### config.mk
export PLATFORM = sky130hd
export DESIGN_NAME = c3lib_ckmux4_switch_ctl
export DESIGN_NICKNAME = d
export VERILOG_FILES = /design/src/rtl/c3lib_ckmux4_switch_ctl.sv
export SDC_FILE = /design/constraint.sdc
export NUM_CORES = 1
export LEC_CHECK = 0
export ABC_AREA = 1
export BUFFER_PORTS_ARGS = -buffer_cell sky130_fd_sc_hd__buf_2
export CELL_PAD_IN_SITES_DETAIL_PLACEMENT = 0
export CELL_PAD_IN_SITES_GLOBAL_PLACEMENT = 1
export CORE_ASPECT_RATIO = 0.75
export CORE_UTILIZATION = 39
export CTS_CLUSTER_SIZE = 24
export DETAILED_ROUTE_END_ITERATION = 12
export PLACE_DENSITY = 0.79
export SYNTH_ARGS = -nofsm -noshare
export SYNTH_HDL_FRONTEND = slang
export SYNTH_SLANG_ARGS = --single-unit
### constraint.sdc
create_clock -name clk -period 1.85 [get_ports clk]
set_clock_uncertainty 0.15 [all_clocks]
set_input_delay 0.0925 -clock clk [delete_from_list [all_inputs] [get_ports clk]]
set_output_delay 0.0925 -clock clk [all_outputs]
set_load 0.005 [all_outputs]
### src/rtl/c3lib_ckmux4_switch_ctl.sv
// Glitch-free select sequencer for a 4:1 clock mux: gates the mux output off,
// waits for in-flight edges to drain, moves both select bits together, then re-enables.
module c3lib_ckmux4_switch_ctl #(
    parameter int unsigned GATE_DLY   = 4,
    parameter int unsigned SETTLE_DLY = 4,
    parameter logic [1:0]  RST_SEL    = 2'b00
) (
    input  logic       clk,
    input  logic       rst_n,
    input  logic [1:0] sel_req,
    input  logic       sel_req_vld,
    output logic       sel_req_rdy,
    output logic       sel_ack,
    output logic       mux_s0,
    output logic       mux_s1,
    output logic       ck_gate_en,
    output logic       busy
);

    typedef enum logic [1:0] {
        IDLE   = 2'b00,
        DRAIN  = 2'b01,
        SETTLE = 2'b10
    } state_t;

    localparam logic [7:0] GATE_LOAD   = 8'(GATE_DLY - 1);
    localparam logic [7:0] SETTLE_LOAD = 8'(SETTLE_DLY - 1);

    state_t     state_q, state_d;
    logic [7:0] cnt_q, cnt_d;
    logic [1:0] sel_q, sel_d;
    logic [1:0] target_q, target_d;
    logic       gate_q, gate_d;
    logic       ack_q, ack_d;
    logic       rdy_q, rdy_d;
    logic       busy_q, busy_d;
    logic       rst_exit_q, rst_exit_d;

    always_comb begin
        state_d    = state_q;
        cnt_d      = cnt_q;
        sel_d      = sel_q;
        target_d   = target_q;
        gate_d     = gate_q;
        ack_d      = 1'b0;
        rst_exit_d = rst_exit_q;
        case (state_q)
            IDLE: begin
                if (sel_req_vld) begin
                    if (sel_req == sel_q) begin
                        ack_d = 1'b1;
                    end else begin
                        state_d  = DRAIN;
                        gate_d   = 1'b0;
                        cnt_d    = GATE_LOAD;
                        target_d = sel_req;
                    end
                end
            end
            DRAIN: begin
                if (cnt_q == 8'd0) begin
                    sel_d   = target_q;
                    state_d = SETTLE;
                    cnt_d   = SETTLE_LOAD;
                end else begin
                    cnt_d = cnt_q - 8'd1;
                end
            end
            SETTLE: begin
                // The settle that follows reset completes silently; only requests are acked.
                if (cnt_q == 8'd0) begin
                    state_d    = IDLE;
                    gate_d     = 1'b1;
                    ack_d      = ~rst_exit_q;
                    rst_exit_d = 1'b0;
                end else begin
                    cnt_d = cnt_q - 8'd1;
                end
            end
            default: begin
                state_d    = SETTLE;
                gate_d     = 1'b0;
                cnt_d      = SETTLE_LOAD;
                rst_exit_d = 1'b1;
            end
        endcase
        rdy_d  = (state_d == IDLE);
        busy_d = (state_d != IDLE);
    end

    always_ff @(posedge clk or negedge rst_n) begin
        if (!rst_n) begin
            state_q    <= SETTLE;
            cnt_q      <= SETTLE_LOAD;
            sel_q      <= RST_SEL;
            target_q   <= RST_SEL;
            gate_q     <= 1'b0;
            ack_q      <= 1'b0;
            rdy_q      <= 1'b0;
            busy_q     <= 1'b1;
            rst_exit_q <= 1'b1;
        end else begin
            state_q    <= state_d;
            cnt_q      <= cnt_d;
            sel_q      <= sel_d;
            target_q   <= target_d;
            gate_q     <= gate_d;
            ack_q      <= ack_d;
            rdy_q      <= rdy_d;
            busy_q     <= busy_d;
            rst_exit_q <= rst_exit_d;
        end
    end

    assign sel_req_rdy = rdy_q;
    assign sel_ack     = ack_q;
    assign mux_s0      = sel_q[0];
    assign mux_s1      = sel_q[1];
    assign ck_gate_en  = gate_q;
    assign busy        = busy_q;

endmodule
# After elaboration in Yosys (flattened, before gate mapping)
# Index checks and enable logic that the tools add are counted.
dict set report totals {
  reg_bits 19
  in_bits 5
  elab_cells 51
}
dict set report op_classes {
  add_sub_neg 1
  eq_ne 7
  n_reduce_logical 10
  n_bitwise 4
  mux 20
}
# operator count
set ops {}
lappend ops {{8-bit 2-to-1 mux} 4}
lappend ops {{8-bit one-hot mux with 3 select lines} 1}
lappend ops {{8-bit zero test} 1}
lappend ops {{2-bit 2-to-1 mux} 4}
lappend ops {{2-bit != test (second input constant)} 4}
lappend ops {{8-bit by 1-bit subtractor with 8-bit output (second input constant)} 1}
lappend ops {{1-bit 2-to-1 mux} 7}
lappend ops {{2-bit one-hot mux with 3 select lines} 1}
lappend ops {{3-bit AND reduction} 2}
lappend ops {{2-bit zero test} 2}
lappend ops {{1-bit inverter} 4}
lappend ops {{1-bit one-hot mux with 2 select lines} 2}
lappend ops {{2-bit AND reduction} 2}
lappend ops {{4-bit AND reduction} 1}
lappend ops {{1-bit one-hot mux with 3 select lines} 1}
lappend ops {{2-bit by 1-bit == test with 1-bit output (second input constant)} 1}
lappend ops {{2-bit == test} 1}
lappend ops {{2-bit == test (second input constant)} 1}
lappend ops {{2-bit nonzero test} 1}
lappend ops {{2-bit OR reduction} 1}

# Depth between registers and ports, before layout
dict set report logic_depth {
  depth_word 5
  mapped_depth 10
}

# Worst setup path after synthesis
# No wires, ideal clock.
dict set report synth_path {
  kind {reg-to-reg}
  start {register state_q[1]}
  end {register cnt_q[4]}
  path_buffers 0
  required_time_ps 1583
  setup_time_ps 117
  setup_slack_ps 147
  period_less_slack_ps 1703
  stages_incl_launch_ff 9
  arrival_time_ps 1437
  path_cell_list {dfstp_2 > inv_1 > ha_1 > nor2_1 > inv_1 > nand3_1 > nor2_4 > nand2_1 > nand2_1}
}
dict set report synth_via {
  elab_chain_cells 3
  elab_cells_between_ends 8
  cone_classes {eq/ne (5); mux (1); reduce/logical (2)}
}
# element line
set synth_lines {}
lappend synth_lines {{start: declaration} 29} ;# state_t state_q, state_d;
lappend synth_lines {{start signal: assignment} 103} ;# state_q <= state_d;
lappend synth_lines {{2-bit == test / 2-bit zero test (equally long branches)} 47} ;# case (state_q)
lappend synth_lines {{2-bit != test (no source line)} --}
lappend synth_lines {{3-bit AND reduction (no source line)} --}
lappend synth_lines {{end signal: assignment} 104} ;# cnt_q <= cnt_d;
lappend synth_lines {{end: declaration} 30} ;# logic [7:0] cnt_q, cnt_d;
# Parallel ways exist; a longest one is shown, timed or not.
# A chain may end at the register's enable or synchronous reset.

# Worst setup path after layout
dict set report layout_path {
  start {register state_q[1]}
  end {register rdy_q, in the netlist sel_req_rdy}
}
dict set report layout_via {
  elab_chain_cells 4
  elab_cells_between_ends 9
  cone_classes {eq/ne (2); mux (5); reduce/logical (2)}
}
# element line
set layout_lines {}
lappend layout_lines {{2-bit 2-to-1 mux} 50} ;# if (sel_req == sel_q) begin
lappend layout_lines {{2-bit 2-to-1 mux} 49} ;# if (sel_req_vld) begin
lappend layout_lines {{2-bit one-hot mux with 3 select lines *} 47}
lappend layout_lines {{net state_d[1]} 29}
lappend layout_lines {{2-bit zero test *} 87} ;# rdy_d = (state_d == IDLE);
lappend layout_lines {{net rdy_d} 35} ;# logic rdy_q, rdy_d;
lappend layout_lines {{end signal: assignment} 109} ;# rdy_q <= rdy_d;
lappend layout_lines {{end: declaration} 35}
# Mark *: on every way through the listed nets, which the timed path passes. The rest lies on a longest branch.

==> flow_summary_export.csv <==
group,metric,value,unit
sta,setup_viol,0,
sta,rsz0062_at_grt,"no",
drt,vias,810,
critical_path,critPathRequiredTime,1.90,ns
clocking,clockBufferDepth,2,
clocking,clk_latency,0.26,ns
drt,firstDrtPassIters,4,
sta,hold_viol,0,
floorplan,coreArea,0.00266,mm^2
logic_synthesis,syn-num-nets,133,
place,dpl.hpwl,1500,um
logic_synthesis,yosysSeqAreaShare,43.2,%
finish,fin_area,0.00134,mm^2
critical_path,crit_path_start_kind,"register",
logic_synthesis,syn_area_per_cell,9.07,um^2
drt,wl,1990,um
place,preCtsSetupSlack,0.0654,ns
global_route,grt_max_degree,20,
global_route,grt_pass1_vias,785,
finish,diodes,0,
clocking,htreeDepth,1,
place,placed_cells,173,
clocking,clkTransAtPathRegs,0.07,ns
critical_path,crit_top_cell,"nand2_4",
sta,max_freq,585,MHz
finish,drive_gt1_share,33.1,%
drt,drc,0,
pwr,powerDensity,1680,mW/mm^2
place,routabilityCongestion,0.769,
drt,via_per_inst,4.48,
logic_synthesis,synth_cell_types,25,
global_route,antenna_found_initial,0,
critical_path,cpMaxStageDelayCell,"dfstp_2",
min_path,hold_path.class,"input port to asynchronous set/reset pin",
floorplan,die_x,63.8,um
clocking,cts_root_buffer,"clkbuf_8",
finish,fill_cells,256,
global_route,grt_pass1_wl,3570,um
floorplan,die_area,0.00308,mm^2
logic_synthesis,syn_inst,123,
critical_path,crit_family,"flip-flops",
clocking,clock_sinks,19,
finish,mostFrequentLayoutCell,"nand2_1",
sta,drv_slew,0,
sta,worstMarginPinSlew,0.432,ns
drt,avgRoutedWirePerCell,11.0,um
critical_path,crit_buf_inv,3,
pwr,peakVddDrop,777,uV
logic_synthesis,yosys_warnings,0,
global_route,grt-ovfl-total,0,
drt,first_iter_violations,21,
pwr,p_leak,0.712,nW
critical_path,r2r-end,"sel_req_rdy",
finish,most-common-layout-cells,"nand2_1 (34), dfrtp_1 (14), inv_1 (13)",
critical_path,r2r_slack,0.14,ns
floorplan,initial_core_util,41.9,%
drt,antenna_left,0,
critical_path,timing.rr.start,"state_q[1]",
sta,post-route-period-util,92.4,%
critical_path,crit_path_end_kind,"register",
place,io_buffers,10,
sta,tns,0,ns
critical_path,path_cells,"inv_1, ha_1, buf_4, inv_1, nand2_4, nand2_2, nand2_4, nand2_4, nand2_4, nor2_2",
floorplan,die_height,48.3,um
finish,instances_no_fill,181,
critical_path,crit_type,"register to register",
clocking,post_cts_buffers,0,
global_route,grt_use_total,15.3,%
sta,holdWs,0.152,ns
critical_path,cp.arrival,1.76,ns
sta,fin_ws,0.140,ns
critical_path,reg2reg_depth,10,
flow_run,max_cap_viol_count,0,
finish,syn_to_final_growth,19.8,%
floorplan,ios,11,
logic_synthesis,netlist_area,0.00112,mm^2
critical_path,crit_path_max_incr_delay,0.59,ns
clocking,tritoncts,"done",
critical_path,cp_max_fo,4,
logic_synthesis,synth-seq-cells,19,
sta,slew-limit-headroom,71.2,%
clocking,cts_made_buffers,3,
place,place_area,0.00124,mm^2
floorplan,rows,16,
finish,nNetsFinal,156,
status,status,"complete, no violations",
sta,period_needed,1.71,ns
[state kept, by name (all words and copies together), names as in the netlist]
| register | count |
|---|---|
| sel_req_rdy | 1 |
| sel_q | 2 |
| busy | 1 |
| ck_gate_en | 1 |
| cnt_q | 8 |
| sel_ack | 1 |
| target_q | 2 |
| state_q | 2 |
| rst_exit_q | 1 |
[power breakdown]
part | leakage, nW | switching, mW | internal [mW]
combinational | 0.451 | 0.724 | 0.519
clock | 0.0255 | 0.144 | 0.150
sequential | 0.236 | 0.110 | 0.604
total | 0.712 | 0.978 | 1.27
[area by class of cell]
cell class,count,area [um^2],area share [%]
clock buffers,3,41.3,3.09
clock inverters,1,5.00,0.374
inverters,15,56.3,4.21
multi-input cells,89,588,44.0
flip-flops and latches,19,482,36.0
well taps,36,45.0,3.37
repair buffers,18,120,8.98
[Yosys cell counts, drive strengths merged]
| library cell | count | area (um^2) |
|---|---|---|
| a21oi | 2 | 13.8 |
| dfrtp | 14 | 350 |
| dfstp | 5 | 131 |
| ha | 5 | 62.6 |
| inv | 15 | 56.3 |
| mux2 | 1 | 15.0 |
| nand2 | 45 | 239 |
| nand3 | 7 | 35.0 |
| nor2 | 11 | 77.6 |
| nor3b | 1 | 7.51 |
| o211ai | 2 | 15.0 |
| o21ai | 6 | 37.5 |
| o21bai | 1 | 7.51 |
| o22ai | 1 | 6.26 |
| xnor2 | 2 | 17.5 |
| xor2 | 5 | 43.8 |
[cells by family (layout without fill, tap and decap cells)]
family	after synthesis	in the layout	synth area share, %
compound gates	12	12	7.17
buf+inv	15	37	5.05
mux	1	1	1.34
flops	19	19	43.2
simple gates	64	64	32.2
xor+xnor	7	7	5.49
fa+ha+maj	5	5	5.61
[routing by layer]
layer | up-vias | routed length (um) | part of all wire (%) | track usage, %
li1 | 427 | - | - | -
met1 | 370 | 994 | 50 | 20.7
met2 | 11 | 913 | 46 | 23.2
met3 | 2 | 65 | 3.3 | 4.95
met4 | 0 | 11 | 0.55 | 4.55
met5 | - | 0 | 0 | 0
[worst max-delay path by stage]
| stage | startpoint | to | slack [ns] | cells after the start |
|---|---|---|---|---|
| 4_1_cts | cnt_q[0] | cnt_q[4] | 0.04 | 9 |
| 5_1_grt | state_q[1] | cnt_q[3] | 0.03 | 8 |
| 2_1_floorplan | state_q[1] | cnt_q[4] | 0.15 | 8 |
| 3_5_place_dp | cnt_q[0] | cnt_q[4] | 0.07 | 9 |
| 6_report | state_q[1] | sel_req_rdy | 0.14 | 10 |
| 3_3_place_gp | cnt_q[0] | cnt_q[2] | 0.09 | 9 |
[metrics by stage]
stage,total power [mW],util (%)
after floorplan,1.65,-
final,2.25,50.2
after detailed placement,1.94,46.6
after global placement,1.93,46.6
after CTS,2.25,49.9
after global routing,2.45,50.2
[what timing repair did]
| item | CTS | global route |
|---|---|---|
| resized for setup | 0 | 4 |
| hold buffers | 4 | 0 |
| endpoints found under the setup margin | 0 | 7 |
| endpoints found under the hold margin | 22 | 0 |
No activity file was read; power rests on OpenSTA's default activity.
